**config.mk**
```make
export PLATFORM = sky130hd
export DESIGN_NAME = uart_hex_loader
export DESIGN_NICKNAME = d
export VERILOG_FILES = /design/src/rtl/uart_hex_loader.sv
export SDC_FILE = /design/constraint.sdc
export NUM_CORES = 1
export LEC_CHECK = 0
export BUFFER_PORTS_ARGS = -buffer_cell sky130_fd_sc_hd__buf_2
export CORE_MARGIN = 2
export CORE_UTILIZATION = 65
export CTS_BUF_LIST = sky130_fd_sc_hd__clkbuf_8
export CTS_CLUSTER_DIAMETER = 150
export DETAILED_ROUTE_END_ITERATION = 8
export PLACE_DENSITY_LB_ADDON = 0.15
export SLEW_MARGIN = 20
export SYNTH_ARGS = -nofsm -noshare
export SYNTH_HDL_FRONTEND = slang
export SYNTH_SLANG_ARGS = --single-unit
```
**constraint.sdc**
```tcl
create_clock -name clk -period 4.1 [get_ports clk]
set_clock_uncertainty 0.05 [all_clocks]
set_input_delay 0.615 -clock clk [delete_from_list [all_inputs] [get_ports clk]]
set_output_delay 0.615 -clock clk [all_outputs]
set_load 0.005 [all_outputs]
```
**src/rtl/uart_hex_loader.sv**
```systemverilog
// rtl/uart_hex_loader.sv - UART 8N1 receiver that shifts received hex digits into a 16-bit display word
//
// Ports:
//   clk          system clock, rising-edge
//   rst_n        asynchronous active-low reset
//   i_rx         UART serial line (8N1, LSB first, idle high), asynchronous to clk
//   o_data       display word, four hex nibbles, [15:12] most significant
//   o_upd        one-cycle pulse when o_data was shifted or cleared
//   o_frame_err  one-cycle pulse when a byte arrived with a low stop bit
//   o_busy       receiver is not idle
module uart_hex_loader #(
   parameter int CLKS_PER_BIT = 434
) (
   input  logic        clk,
   input  logic        rst_n,
   input  logic        i_rx,
   output logic [15:0] o_data,
   output logic        o_upd,
   output logic        o_frame_err,
   output logic        o_busy
);

   localparam int CW = (CLKS_PER_BIT > 1) ? $clog2(CLKS_PER_BIT) : 1;
   // Terminal counts: a full bit period, and half a bit to land mid start bit.
   localparam logic [CW-1:0] FULL = CW'(CLKS_PER_BIT - 1);
   localparam logic [CW-1:0] HALF = CW'(CLKS_PER_BIT / 2 - 1);

   typedef enum logic [1:0] {IDLE, START, DATA, STOP} state_t;

   state_t        state;
   logic [CW-1:0] cnt;
   logic [2:0]    idx;
   logic [7:0]    shift;
   logic          rx_m;
   logic          rx_s;
   logic [4:0]    dec;
   logic          is_clear;

   // {valid, nibble} for ASCII hex digits; letters map via low nibble + 9.
   function automatic logic [4:0] decode(input logic [7:0] b);
      if (b >= 8'h30 && b <= 8'h39)
         return {1'b1, b[3:0]};
      if ((b >= 8'h41 && b <= 8'h46) || (b >= 8'h61 && b <= 8'h66))
         return {1'b1, b[3:0] + 4'd9};
      return 5'b0_0000;
   endfunction

   assign dec      = decode(shift);
   assign is_clear = (shift == 8'h58) || (shift == 8'h78);
   assign o_busy   = (state != IDLE);

   // Idle-high synchronizer so reset never looks like a start bit.
   always_ff @(posedge clk or negedge rst_n) begin
      if (!rst_n) begin
         rx_m <= 1'b1;
         rx_s <= 1'b1;
      end else begin
         rx_m <= i_rx;
         rx_s <= rx_m;
      end
   end

   always_ff @(posedge clk or negedge rst_n) begin
      if (!rst_n) begin
         state       <= IDLE;
         cnt         <= '0;
         idx         <= 3'd0;
         shift       <= 8'h00;
         o_data      <= 16'h0000;
         o_upd       <= 1'b0;
         o_frame_err <= 1'b0;
      end else begin
         o_upd       <= 1'b0;
         o_frame_err <= 1'b0;
         case (state)
            IDLE: begin
               if (!rx_s) begin
                  state <= START;
                  cnt   <= '0;
               end
            end
            START: begin
               if (cnt == HALF) begin
                  cnt   <= '0;
                  idx   <= 3'd0;
                  // A line that is high again mid start bit was a glitch.
                  state <= rx_s ? IDLE : DATA;
               end else begin
                  cnt <= cnt + 1'b1;
               end
            end
            DATA: begin
               if (cnt == FULL) begin
                  cnt   <= '0;
                  shift <= {rx_s, shift[7:1]};
                  idx   <= idx + 1'b1;
                  if (idx == 3'd7)
                     state <= STOP;
               end else begin
                  cnt <= cnt + 1'b1;
               end
            end
            STOP: begin
               if (cnt == FULL) begin
                  cnt   <= '0;
                  state <= IDLE;
                  if (!rx_s) begin
                     o_frame_err <= 1'b1;
                  end else if (is_clear) begin
                     o_data <= 16'h0000;
                     o_upd  <= 1'b1;
                  end else if (dec[4]) begin
                     o_data <= {o_data[11:0], dec[3:0]};
                     o_upd  <= 1'b1;
                  end
               end else begin
                  cnt <= cnt + 1'b1;
               end
            end
            default: state <= IDLE;
         endcase
      end
   end

endmodule

```
Word level (Yosys, flattened, before mapping):

Cells that the tools add are included.

* $add $sub $neg: 3
* equality and inequality tests: 13
* reduce and logical (&&, ||, !) cells: 14
* magnitude comparators: 6
* muxes and demuxes: 31

Operator list (number)
* 2-to-1 mux 16 bit: 2
* 2-to-1 mux 9 bit: 3
* one-hot mux 9 bit (3 select lines): 1
* 2-to-1 mux 5 bit: 4
* == test 8 x 7 -> 1 bit (second input constant): 2
* greater-or-equal comparator 8 x 7 -> 1 bit (second input constant): 2
* <= comparator 8 x 7 -> 1 bit (second input constant): 2
* 2-to-1 mux 2 bit: 6
* 2-to-1 mux 1 bit: 11
* != test 2 bit (second input constant): 5
* adder 9 x 1 -> 9 bit (second input constant): 1
* == test 9 x 8 -> 1 bit (second input constant): 1
* == test 9 bit (second input constant): 1
* greater-or-equal comparator 8 x 6 -> 1 bit (second input constant): 1
* <= comparator 8 x 6 -> 1 bit (second input constant): 1
* one-hot mux 2 bit (4 select lines): 1
* 2-to-1 mux 3 bit: 2
* one-hot mux 3 bit (2 select lines): 1
* nonzero test 2 bit: 3
* AND reduction 5 bit: 1
* adder 4 bit (second input constant): 1
* == test 2 bit (second input constant): 2
* AND reduction 4 bit: 1
* adder 3 x 1 -> 3 bit (second input constant): 1
* other kinds (8): 11

* word-level logic and storage cells: 76
* output and inout port bits: 19
* register bits after elaboration: 42

Depth between registers and ports, before layout:

* depth after elaboration: 12
* gate-level depth with buffers: 7

Least setup slack after synthesis:

Ideal clock, no wire load.

* path kind: register to register
* start point: register shift[0]
* end point: register o_data[12]
* slack: 1.925 ns
* cell stages (with the launch flop): 8
* path buffers: 1
* data arrival time: 2.060 ns
* clock period less this slack: 2.175 ns
* cells stage by stage: dfrtp_1 -> inv_1 -> ha_1 -> nor3b_1 -> nor3_1 -> o31ai_1 -> buf_2 -> a22o_1

* longest elaborated chain between the ends: 9

RTL lines
* start: declaration: line 33 `logic [7:0] shift;`
* start signal: assignment: line 95 `shift <= {rx_s, shift[7:1]};`
* greater-or-equal comparator 8 x 7 -> 1 bit / <= comparator 8 x 7 -> 1 bit (equally long branches): line 43 `if ((b >= 8'h41 && b <= 8'h46) || (b >= 8'h61 && b <= 8'h66))`
* logical AND 1 bit: line 43
* logical OR 1 bit: line 43
* 2-to-1 mux 1 bit (2 in series): line 43
* 2-to-1 mux 5 bit: line 45 `return 5'b0_0000;`
* 2-to-1 mux 5 bit: line 43
* nonzero test 2 bit (no source line)
* AND reduction 4 bit (no source line)
* end signal: assignment: line 113 `o_data <= {o_data[11:0], dec[3:0]};`
* end: declaration: line 17 `output logic [15:0] o_data,`

Parallel ways exist; a longest one is shown, timed or not. The select of a mux whose other input is x is not followed.
A chain may end at the register's enable or synchronous reset.

Final worst setup path:

* start point: register cnt[6]
* end point: register shift[7]

* longest elaborated chain between the ends: 2

RTL lines
* start: declaration: line 31 `logic [CW-1:0] cnt;`
* start signal: assignment: line 89 `cnt <= cnt + 1'b1;`
* start signal: assignment: line 100 `cnt <= cnt + 1'b1;`
* start signal: assignment: line 117 `cnt <= cnt + 1'b1;`
* == test 9 bit: line 93 `if (cnt == FULL) begin`
* AND reduction 2 bit (no source line)

Every way passes these cells.

==> impl_metrics.yaml <==
finish:
  finalNonFillerCells: 260
  regArea_um2: 1054
  n_fill_cell: 217
  synthToLayoutAreaGrowth_pct: 10.94
  final_area_um2: 2335
  layout_commonest_cell: "dfrtp_1"
  drive_gt1_share_pct: 22.22
  multiInputGateArea_um2: 980.9
  layout.nets: 227
  most-common-layout-cells: "dfrtp_1 (40), nand2_1 (22), buf_2 (21)"
  diodes: 0
  fin_util_pct: 75.85
sta:
  period_needed_ps: 2415
  setup_viol: 0
  hold_viol: 0
  post-route-period-util_pct: 58.89
  rsz0062_at_grt: "no"
  relSlewSlack_pct: 40.03
  hold_ws_ps: 308.1
  finalMaxSlewViolations: 0
  max_freq_mhz: 414.1
  final.setup.tns_ps: 0
  tightest_slew_ps: 899.6
  fin_ws_ps: 1685
setup_path:
  path_cells: "or4b_4 -> nor4b_4 -> mux2_2"
  reg2reg_from: "cnt[6]"
  timing.critical_path.buf_inv: 0
  worstPathMaxFanout: 16
  reg2reg_depth: 3
  r2r_end: "shift[7]"
  end_kind: "register"
  critPathSlowestCell: "nor4b_4"
  path_class: "reg2reg"
  r2r_slack_ps: 1690
  cpLargestDelayFamily: "simple AND/OR/NAND/NOR gates"
  max_stage_delay_ps: 740
  cp.required_ps: 4230
  critPathLaunchType: "register"
  cp_data_arrival_time_ps: 2550
clock_network:
  root_buffer: "clkbuf_8"
  cts_made_buffers: 5
  clk_latency_ps: 300
  cts_tree: "yes"
  postCtsResizedCells: 0
  clk_pin_slew_ps: 80
  clockBufferDepth: 2
  cts_num_sinks: 42
  holdBufCountCts: 0
  cts_setup_buffers: 0
  h-tree-depth: 2
global_routing:
  overflow: 0
  first_global_vias: 1471
  grt_start_max_net_pins: 43
  grt_first_pass_wirelength_mm: 6.831
  grt_use_total_pct: 25.78
  antenna_found_initial: 0
pwr:
  total_power_uw: 704.6
  p_per_area_nw_per_um2: 301.8
  p_leak_nw: 1.155
  ir_worst_vdd_mv: 0.2591
die:
  die-area_um2: 3709
  die_y_um: 60.90
  chipWidth_um: 60.90
  ios: 22
  fp.coreArea_um2: 3078
  initial_core_util_pct: 68.37
  core.rowCount: 20
yosys:
  async_reset_ff_share_pct: 100.0
  ys_seq_area_share_pct: 50.06
  synth_nets: 205
  yosysWarningCount: 0
  synthFlopType: "dfrtp_1"
  synth_area_um2: 2105
  avgSynthCellArea_um2: 10.90
  synth.distinct_cells: 45
  synth_cells: 193
  synth-edff-count: 0
  yosys_register_bits: 42
drt:
  first_iter_violations: 128
  drc: 0
  vias: 1600
  final_antenna_net_count: 0
  wl_per_cell_um: 16.24
  first_pass_iters: 4
  viasPerCell: 6.154
  finalWirelength_mm: 4.223
placement:
  dp.cells: 252
  placed_area_um2: 2240
  io_buffers: 21
  place_ws_ps: 1718
  gp_congestion: 0.8056
  post-dp-hpwl_mm: 2.939
hold_path:
  holdCritStartpoint: "rx_m"
  min_to: "rx_s"
  hold_depth: 0
  hp-class: "reg2reg"
run_status:
  outcome: "complete, no violations"
job:
  cap_violations: 0
==> power breakdown <==
group,total (mW),leakage (nW),switching [mW],internal (mW)
Clock,0.279,0.0472,0.144,0.135
Combinational,0.00872,0.542,0.00772,0.000998
Sequential,0.416,0.565,0.000717,0.416
==> layer usage <==
| metal | part of all wire [%] | vias to the layer above | global-route usage (%) |
|---|---|---|---|
| li1 | - | 752 | - |
| met1 | 42 | 769 | 32.45 |
| met2 | 50 | 64 | 42.70 |
| met3 | 5.5 | 15 | 5.757 |
| met4 | 2.1 | 0 | 11.49 |
| met5 | 0 | - | 0 |
==> worst reg2reg max path: stages (launching register included) <==
cell	delay (ps)
dfrtp_1	460
or4b_4	630
nor4b_4	740
mux2_2	420
==> flip-flops by register name, indices dropped and copies added, names as in the netlist, named ones only <==
| register | count |
|---|---|
| cnt | 9 |
| idx | 3 |
| o_data | 16 |
| o_frame_err | 1 |
| o_upd | 1 |
| rx_m | 1 |
| rx_s | 1 |
| shift | 8 |
| state | 1 |
==> synthesized netlist by cell type (2+ instances only) <==
cell type | number | area share, %
a21oi_1 | 6 | 1.4
a22o_1 | 16 | 6.7
and3_1 | 2 | 0.59
buf_2 | 2 | 0.48
clkbuf_1 | 5 | 0.89
dfrtp_1 | 40 | 48
dfstp_2 | 2 | 2.5
ha_1 | 9 | 5.4
inv_1 | 8 | 1.4
mux2_2 | 8 | 4.3
nand2_1 | 22 | 3.9
nand2b_1 | 3 | 0.89
nand3_1 | 3 | 0.71
nor2_1 | 8 | 1.4
nor2b_1 | 2 | 0.59
nor3_1 | 5 | 1.2
nor3b_1 | 4 | 1.4
nor4_1 | 2 | 0.59
o21a_1 | 4 | 1.4
o21ai_0 | 9 | 2.1
o22ai_1 | 5 | 1.5
o2bb2ai_1 | 2 | 0.83
o31ai_1 | 4 | 1.4
==> worst max-delay path by stage <==
| stage | startpoint | end | slack (ps) | cells past startpoint |
|---|---|---|---|---|
| after CTS | cnt[6] | shift[7] | 1690 | 3 |
| after global placement | cnt[6] | shift[4] | 1780 | 3 |
| after floorplan | shift[0] | o_data[12] | 1920 | 7 |
| after detailed placement | cnt[6] | shift[7] | 1720 | 3 |
| after global routing | cnt[6] | shift[2] | 1620 | 3 |
| final | cnt[6] | shift[7] | 1690 | 3 |
==> layout make-up <==
class                           count  share of cell area (%)
Inverter                            8                   1.286
Tap cell                           44                   2.358
Timing Repair Buffer               23                   5.145
Clock inverter                      2                  0.5359
Clock buffer                        6                   3.537
Multi-Input combinational cell    135                   42.01
Sequential cell                    42                   45.12
==> cells by family after synthesis <==
family / Yosys count / synth area share, %
adders and majority gates: 9 / 5.351
DFF: 42 / 50.06
xor gates and xnor gates: 1 / 0.4162
AOI/OAI and AO/OA: 52 / 17.66
and+or+nand+nor: 64 / 18.19
buffers and inverters: 16 / 3.330
muxes: 9 / 4.994
Note: power is estimated with default switching activity, not from simulation.
